===== src/rtl/ps2_pkg.sv =====
// ----------------------------------------------------------------------------
// ps2_pkg
// Shared types and helpers for the PS/2 host-side blocks.
//   ps2_state_t : host transmitter state encoding
//   us_to_cyc   : microseconds -> clk cycles, evaluated at elaboration
//   odd_parity  : PS/2 parity bit for a data byte (odd parity over 9 bits)
// ----------------------------------------------------------------------------
package ps2_pkg;

   typedef enum logic [2:0] {
      IDLE,
      INHIBIT,
      START,
      DATA,
      ACK,
      WAIT_IDLE,
      FIN
   } ps2_state_t;

   function automatic int us_to_cyc(input int clk_freq, input int us);
      return (clk_freq / 1_000_000) * us;
   endfunction

   function automatic logic odd_parity(input logic [7:0] d);
      return ~^d;
   endfunction

endpackage


===== src/rtl/ps2_line_sync.sv =====
// ----------------------------------------------------------------------------
// ps2_line_sync
// Brings one raw open-collector PS/2 line into the clk domain and reports
// falling edges. Shared by the host transmitter and the PS/2 receivers.
//
// Build option: PS2_TX_GLITCH_FILTER_EN
//   defined   - the synchronized level only changes once 4 consecutive samples
//               agree, rejecting pulses of 3 clk or shorter (fall after 7 clk)
//   undefined - plain 2-FF synchronizer (fall after 3 clk)
//
// Ports:
//   clk     in   system clock
//   reset   in   synchronous, active-high reset
//   i_line  in   raw asynchronous line
//   o_level out  synchronized (optionally filtered) line level
//   o_fall  out  one-cycle strobe when o_level goes 1 -> 0
// ----------------------------------------------------------------------------
module ps2_line_sync
   import ps2_pkg::*;
(
   input  logic clk,
   input  logic reset,
   input  logic i_line,
   output logic o_level,
   output logic o_fall
);

   logic [1:0] r_sync;
   logic       r_level_d;
   logic       r_fall;
   logic       w_level;

   // Idle bus level is high, so reset to 1 to avoid a false fall after reset.
   always_ff @(posedge clk) begin
      if (reset) begin
         r_sync <= 2'b11;
      end else begin
         r_sync <= {r_sync[0], i_line};
      end
   end

`ifdef PS2_TX_GLITCH_FILTER_EN
   logic [2:0] r_hist;
   logic       r_filt;
   logic [3:0] w_window;

   // The window is the three previous samples plus the current one.
   assign w_window = {r_hist, r_sync[1]};

   always_ff @(posedge clk) begin
      if (reset) begin
         r_hist <= 3'b111;
         r_filt <= 1'b1;
      end else begin
         r_hist <= {r_hist[1:0], r_sync[1]};
         if (w_window == 4'h0) begin
            r_filt <= 1'b0;
         end else if (w_window == 4'hF) begin
            r_filt <= 1'b1;
         end
      end
   end

   assign w_level = r_filt;
`else
   assign w_level = r_sync[1];
`endif

   always_ff @(posedge clk) begin
      if (reset) begin
         r_level_d <= 1'b1;
         r_fall    <= 1'b0;
      end else begin
         r_level_d <= w_level;
         r_fall    <= r_level_d & ~w_level;
      end
   end

   assign o_level = w_level;
   assign o_fall  = r_fall;

endmodule


===== src/rtl/ps2_host_tx.sv =====
// ----------------------------------------------------------------------------
// ps2_host_tx
// PS/2 host-to-device transmitter: sends one command byte to a mouse or
// keyboard. Lines are open-collector; this block only drives output enables.
//
// Build option: PS2_TX_GLITCH_FILTER_EN (clock-line glitch filter, see
// ps2_line_sync).
//
// Ports:
//   clk        in   system clock (wb_clk)
//   reset      in   synchronous, active-high reset
//   tx_data    in   byte to send, captured when tx_start is accepted
//   tx_start   in   one-cycle request, ignored while busy
//   busy       out  transfer in progress
//   done       out  one-cycle end-of-transfer pulse
//   error      out  with done: 1 = timeout or NACK; held until next start
//   ps2_clk_i  in   raw PS/2 clock line
//   ps2_dat_i  in   raw PS/2 data line
//   ps2_clk_oe out  1 = pull clock line low
//   ps2_dat_oe out  1 = pull data line low
//
// state     | meaning
// ----------+-------------------------------------------------------------
// IDLE      | lines released, waiting for tx_start
// INHIBIT   | clock held low; data pulled low in the final cycle (start bit)
// START     | clock released, waiting for first device fall (start timeout)
// DATA      | falls 2..9 shift data bits and parity, fall 10 releases data
// ACK       | fall 11 samples the device ack (0 = ack, 1 = NACK)
// WAIT_IDLE | wait for both lines high, bounded by the packet timer
// FIN       | done pulse
// ----------------------------------------------------------------------------
module ps2_host_tx
   import ps2_pkg::*;
#(
   parameter int CLK_FREQ          = 4000000,
   parameter int INHIBIT_US        = 120,
   parameter int START_TIMEOUT_US  = 15000,
   parameter int PACKET_TIMEOUT_US = 2000
) (
   input  logic       clk,
   input  logic       reset,
   input  logic [7:0] tx_data,
   input  logic       tx_start,
   output logic       busy,
   output logic       done,
   output logic       error,
   input  logic       ps2_clk_i,
   input  logic       ps2_dat_i,
   output logic       ps2_clk_oe,
   output logic       ps2_dat_oe
);

   localparam int INHIBIT_CYC = us_to_cyc(CLK_FREQ, INHIBIT_US);
   localparam int START_CYC   = us_to_cyc(CLK_FREQ, START_TIMEOUT_US);
   localparam int PKT_CYC     = us_to_cyc(CLK_FREQ, PACKET_TIMEOUT_US);
   localparam int MAX_A       = (INHIBIT_CYC > START_CYC) ? INHIBIT_CYC : START_CYC;
   localparam int MAX_CYC     = (MAX_A > PKT_CYC) ? MAX_A : PKT_CYC;
   localparam int TW          = $clog2(MAX_CYC);

   localparam logic [TW-1:0] INHIBIT_LOAD = TW'(INHIBIT_CYC - 1);
   localparam logic [TW-1:0] START_LOAD   = TW'(START_CYC - 1);
   localparam logic [TW-1:0] PKT_LOAD     = TW'(PKT_CYC - 1);

   ps2_state_t    r_state,   w_state_nxt;
   logic [TW-1:0] r_timer,   w_timer_nxt;
   logic [3:0]    r_bit_cnt, w_bit_cnt_nxt;
   logic [8:0]    r_shift,   w_shift_nxt;
   logic          r_busy,    w_busy_nxt;
   logic          r_done,    w_done_nxt;
   logic          r_error,   w_error_nxt;
   logic          r_clk_oe,  w_clk_oe_nxt;
   logic          r_dat_oe,  w_dat_oe_nxt;

   logic w_clk_level, w_clk_fall;
   logic w_dat_level, w_dat_fall_unused;
   logic w_timer_zero, w_timeout;

   ps2_line_sync u_clk_sync (
      .clk     (clk),
      .reset   (reset),
      .i_line  (ps2_clk_i),
      .o_level (w_clk_level),
      .o_fall  (w_clk_fall)
   );

   ps2_line_sync u_dat_sync (
      .clk     (clk),
      .reset   (reset),
      .i_line  (ps2_dat_i),
      .o_level (w_dat_level),
      .o_fall  (w_dat_fall_unused)
   );

   assign w_timer_zero = (r_timer == '0);
   assign w_timeout    = w_timer_zero &&
                         (r_state == START || r_state == DATA ||
                          r_state == ACK   || r_state == WAIT_IDLE);

   always_comb begin
      w_state_nxt   = r_state;
      w_timer_nxt   = r_timer;
      w_bit_cnt_nxt = r_bit_cnt;
      w_shift_nxt   = r_shift;
      w_busy_nxt    = r_busy;
      w_done_nxt    = 1'b0;
      w_error_nxt   = r_error;
      w_clk_oe_nxt  = r_clk_oe;
      w_dat_oe_nxt  = r_dat_oe;

      case (r_state)
         // busy is already low during FIN, so a start there is accepted too.
         IDLE, FIN: begin
            w_state_nxt  = IDLE;
            w_busy_nxt   = 1'b0;
            w_clk_oe_nxt = 1'b0;
            w_dat_oe_nxt = 1'b0;
            if (tx_start) begin
               w_state_nxt  = INHIBIT;
               w_shift_nxt  = {odd_parity(tx_data), tx_data};
               w_busy_nxt   = 1'b1;
               w_error_nxt  = 1'b0;
               w_timer_nxt  = INHIBIT_LOAD;
               w_clk_oe_nxt = 1'b1;
            end
         end
         INHIBIT: begin
            w_timer_nxt = r_timer - TW'(1);
            // Registered outputs: look one cycle ahead so data drops in the
            // last inhibit cycle.
            if (r_timer == TW'(1)) begin
               w_dat_oe_nxt = 1'b1;
            end
            if (w_timer_zero) begin
               w_state_nxt   = START;
               w_clk_oe_nxt  = 1'b0;
               w_dat_oe_nxt  = 1'b1;
               w_bit_cnt_nxt = 4'd0;
               w_timer_nxt   = START_LOAD;
            end
         end
         START: begin
            w_timer_nxt = r_timer - TW'(1);
            if (w_clk_fall) begin
               w_dat_oe_nxt  = ~r_shift[0];
               w_shift_nxt   = r_shift >> 1;
               w_bit_cnt_nxt = 4'd1;
               w_timer_nxt   = PKT_LOAD;
               w_state_nxt   = DATA;
            end
         end
         DATA: begin
            w_timer_nxt = r_timer - TW'(1);
            if (w_clk_fall) begin
               w_bit_cnt_nxt = r_bit_cnt + 4'd1;
               if (r_bit_cnt == 4'd9) begin
                  w_dat_oe_nxt = 1'b0;
                  w_state_nxt  = ACK;
               end else begin
                  w_dat_oe_nxt = ~r_shift[0];
                  w_shift_nxt  = r_shift >> 1;
               end
            end
         end
         ACK: begin
            w_timer_nxt = r_timer - TW'(1);
            if (w_clk_fall) begin
               w_error_nxt = w_dat_level;
               w_state_nxt = WAIT_IDLE;
            end
         end
         WAIT_IDLE: begin
            w_timer_nxt = r_timer - TW'(1);
            if (w_clk_level && w_dat_level) begin
               w_state_nxt = FIN;
               w_done_nxt  = 1'b1;
               w_busy_nxt  = 1'b0;
            end
         end
         default: begin
            w_state_nxt = IDLE;
         end
      endcase

      // A timeout overrides whatever the current state decided this cycle.
      if (w_timeout) begin
         w_state_nxt  = IDLE;
         w_clk_oe_nxt = 1'b0;
         w_dat_oe_nxt = 1'b0;
         w_busy_nxt   = 1'b0;
         w_done_nxt   = 1'b1;
         w_error_nxt  = 1'b1;
      end
   end

   always_ff @(posedge clk) begin
      if (reset) begin
         r_state   <= IDLE;
         r_timer   <= '0;
         r_bit_cnt <= 4'd0;
         r_shift   <= 9'd0;
         r_busy    <= 1'b0;
         r_done    <= 1'b0;
         r_error   <= 1'b0;
         r_clk_oe  <= 1'b0;
         r_dat_oe  <= 1'b0;
      end else begin
         r_state   <= w_state_nxt;
         r_timer   <= w_timer_nxt;
         r_bit_cnt <= w_bit_cnt_nxt;
         r_shift   <= w_shift_nxt;
         r_busy    <= w_busy_nxt;
         r_done    <= w_done_nxt;
         r_error   <= w_error_nxt;
         r_clk_oe  <= w_clk_oe_nxt;
         r_dat_oe  <= w_dat_oe_nxt;
      end
   end

   assign busy       = r_busy;
   assign done       = r_done;
   assign error      = r_error;
   assign ps2_clk_oe = r_clk_oe;
   assign ps2_dat_oe = r_dat_oe;

endmodule


===== config.mk =====
export PLATFORM = sky130hd
export DESIGN_NAME = ps2_host_tx
export DESIGN_NICKNAME = d
export VERILOG_FILES = /design/src/rtl/ps2_pkg.sv /design/src/rtl/ps2_line_sync.sv /design/src/rtl/ps2_host_tx.sv
export SDC_FILE = /design/constraint.sdc
export NUM_CORES = 1
export LEC_CHECK = 0
export ABC_AREA = 1
export BUFFER_PORTS_ARGS = -buffer_cell sky130_fd_sc_hd__buf_4
export CAP_MARGIN = 20
export CORE_UTILIZATION = 25
export CTS_CLUSTER_SIZE = 20
export DETAILED_ROUTE_END_ITERATION = 10
export GPL_ROUTABILITY_DRIVEN = 1
export SYNTH_ARGS = -nofsm -noshare
export SYNTH_HDL_FRONTEND = slang
export SYNTH_SLANG_ARGS = --single-unit
export TNS_END_PERCENT = 100

===== constraint.sdc =====
create_clock -name clk -period 1.5 [get_ports clk]
set_input_delay 0.375 -clock clk [delete_from_list [all_inputs] [get_ports clk]]
set_output_delay 0.375 -clock clk [all_outputs]
set_load 0.01 [all_outputs]

==> impl_metrics.toml <==
[clocking]
cts_tree = "yes"
cts-buffers-inserted = 5
cts_buffer_depth = 2
cts_hold_buf = 0
cts_root_buffer = "clkbuf_8"
clkSinkCount = 43
clkSlewWorstSetupHoldPaths_ns = 0.08
clock_latency_ns = 0.29
cts.htree.levels = 2

[synth]
synthCells = 386
synthTopCellsByCount = "nand2_1, inv_1, nor2_1"
ys.flop_type = "dfxtp_1"
syn_area_per_cell_sq_um = 6.50
synth.top_cell.area_share_pct = 34.3
ys_seq_area_share_pct = 34.3
synth.most_common_cell = "nand2_1"
syn-cell-area_sq_mm = 0.00251
async_reset_ff_share_pct = 0
ys_warn_count = 0
synth_edf_count = 0
syn_nets = 404
ys_ff_latch = 43
yosys.area.top_type = "dfxtp_1"
yosysUniqueCellTypes = 26
ys_top_cells_by_area = "dfxtp_1, nand2_1, a21oi_1"

[die]
core_area_sq_mm = 0.00973
die_h_microns = 102
die-width_microns = 102
rows = 36
die-area_sq_mm = 0.0104
io_pins = 18
start_util_pct = 25.8

[grt]
grt_pass1_wl_microns = 10300
antenna_found_initial = 0
grt_pass1_vias = 2361
grt_usage_pct = 12.6
grt_max_degree = 19
overflow = 0

[routing]
viasPerCell = 4.40
ant_nets = 0
drc_errors = 0
drtIter0Drc = 133
routedWlPerCell_microns = 10.9
postRouteWirelength_microns = 6290
vias = 2546
dr.pass1.iters = 5

[worst_setup_path]
endpoint_kind = "register"
arrival_ns = 1.59
startpoint_type = "register"
r2r-start = "r_timer[0]"
slowest_stage = "dfxtp_2"
setup.worst_path.start = "r_timer[0]"
required_ns = 1.70
path_max_fanout = 5
crit_path_max_incr_delay_ns = 0.34
crit_type = "register to register"
worstPathCellList = "inv_2 -> ha_1 -> nand2_1 -> nor2_4 -> nand3_2 -> nand2_2 -> inv_1 -> nand2_1 -> o21ai_1 -> inv_1"

[sta]
finalSetupViolCount = 0
worst_pin_slew_ns = 0.320
finalCritPeriodShare_pct = 93.0
max_freq_mhz = 717
skew_ns = 0.00376
drv_slew = 0
hold_viol = 0
fin_crit_ns = 1.40
slew_headroom_pct = 78.6
rsz0062_at_grt = "yes"

[cells_and_area]
final_cells = 578
finish.net_count = 462
n_antenna_cell = 0
synthToLayoutAreaGrowth_pct = 32.4
drive_gt1_share_pct = 27.9
design_area_sq_mm = 0.00332

[power_and_ir_drop]
sw_frac_of_total_pct = 43.9
switchingPower_mw = 2.71
pwr_density_cell_mw_per_mm2 = 1860
power_mw = 6.18
p_seq_share_pct = 27.4
power_frac_comb_pct = 57.2
internal_power_mw = 3.47
p_clk_share_pct = 15.4
leakagePower_nw = 1.57
vdd_ir_drop_max_uv = 693

[place]
place_area_sq_mm = 0.00304
port_buffers = 17
hpwl_microns = 4670
routabilityCongestion = 0.930
dp.cells = 566

[flow_run]
maxCapViolCount = 0

[worst_hold_path]
min_from = "ps2_dat_i"
hp-class = "primary input to register"

[run_status]
status = "finished clean"
==> final cells by class <==
class | count | area (sq um)
Clock buffer | 6 | 82.6
Clock inverter | 2 | 35.0
Sequential cell | 43 | 872
Tap cell | 133 | 166
Multi-Input combinational cell | 285 | 1540
Timing Repair Buffer | 58 | 439
Inverter | 51 | 191
Fill cell | 1052 | 6410
==> per-stage QoR <==
stage               TNS, ns  hold slack [ns]  util, %  worst slack [ns]
floorplan                 0            0.389        -            0.0925
detailed placement   -0.195            0.400     31.2           -0.0494
CTS                       0            0.245     32.7           0.00470
global route        -0.0251            0.248     34.1           -0.0132
global placement    -0.0307            0.390     31.2           -0.0214
finish                    0            0.259     34.1             0.105
==> path summary, 6_finish.rpt <==
check	end	slack (ns)	cells after the start
max	r_timer[4]	0.10	10
min	u_dat_sync.r_sync[0]	0.26	2
max reg2reg	r_timer[4]	0.10	10
min reg2reg	u_dat_sync.r_sync[1]	0.42	1
==> critical path: cells and delay by family (launching register included) <==
| family | cells | cell delay (ns) |
|---|---|---|
| simple gates | 5 | 0.45 |
| flops | 1 | 0.34 |
| buf+inv | 3 | 0.20 |
| fa+ha+maj | 1 | 0.18 |
| compound gates | 1 | 0.15 |
==> sequential cells by signal (all words and copies together) (netlist names), 2 cells and up <==
| name | flops |
|---|---|
| r_bit_cnt | 4 |
| r_shift | 9 |
| r_state | 3 |
| r_timer | 16 |
| u_clk_sync.r_sync | 2 |
| u_dat_sync.r_sync | 2 |
==> repair_timing <==
action / in CTS / in global routing
buffers inserted: 0 / 3
gates cloned: 0 / 1
endpoints found under the setup margin: 23 / 32
pin swaps: 0 / 11
gates resized for setup: 10 / 43
==> power by group through the flow <==
stage	clock network (mW)	registers, mW	logic (mW)
floorplan	0	1.65	2.07
global route	1.03	1.73	3.97
finish	0.952	1.69	3.54
global placement	0	1.66	3.07
detailed placement	0	1.66	3.11
CTS	0.993	1.64	3.21
==> placed cells by master, fill, tap and decap left out, types with 2 or more instances in the layout <==
cell / count
or2_2: 5
o21ai_1: 9
xor2_1: 7
nand3_1: 22
dfxtp_1: 36
nand2b_1: 2
nand2_4: 4
nor2_4: 7
nand4_1: 4
nand2_2: 10
nand2_1: 88
xnor2_1: 7
inv_2: 7
clkbuf_8: 6
o21ai_0: 22
a21oi_1: 35
buf_4: 57
nor2_2: 9
nand3_2: 3
o21ai_2: 2
nand3b_1: 3
nor2_1: 36
dfxtp_2: 6
inv_1: 44
ha_1: 5
nand3_4: 2
==> kinds of logic after synthesis <==
logic type / synth area share [%]
buffers and inverters: 9.63
xor gates and xnor gates: 4.89
and+or+nand+nor: 34.4
AOI/OAI and AO/OA: 14.3
adders and majority gates: 2.49
DFF: 34.3
==> layer usage <==
metal  share of wire, %  routed length, microns  global-route usage [%]  vias up
met5                  0                       0                       0        -
met2                 48                    2990                    21.4       68
met4                2.0                     125                    5.82        0
li1                   -                       -                       -     1338
met3                5.5                     344                    2.67       10
met1                 45                    2830                    15.3     1130
(Power assumes the default switching activity.)
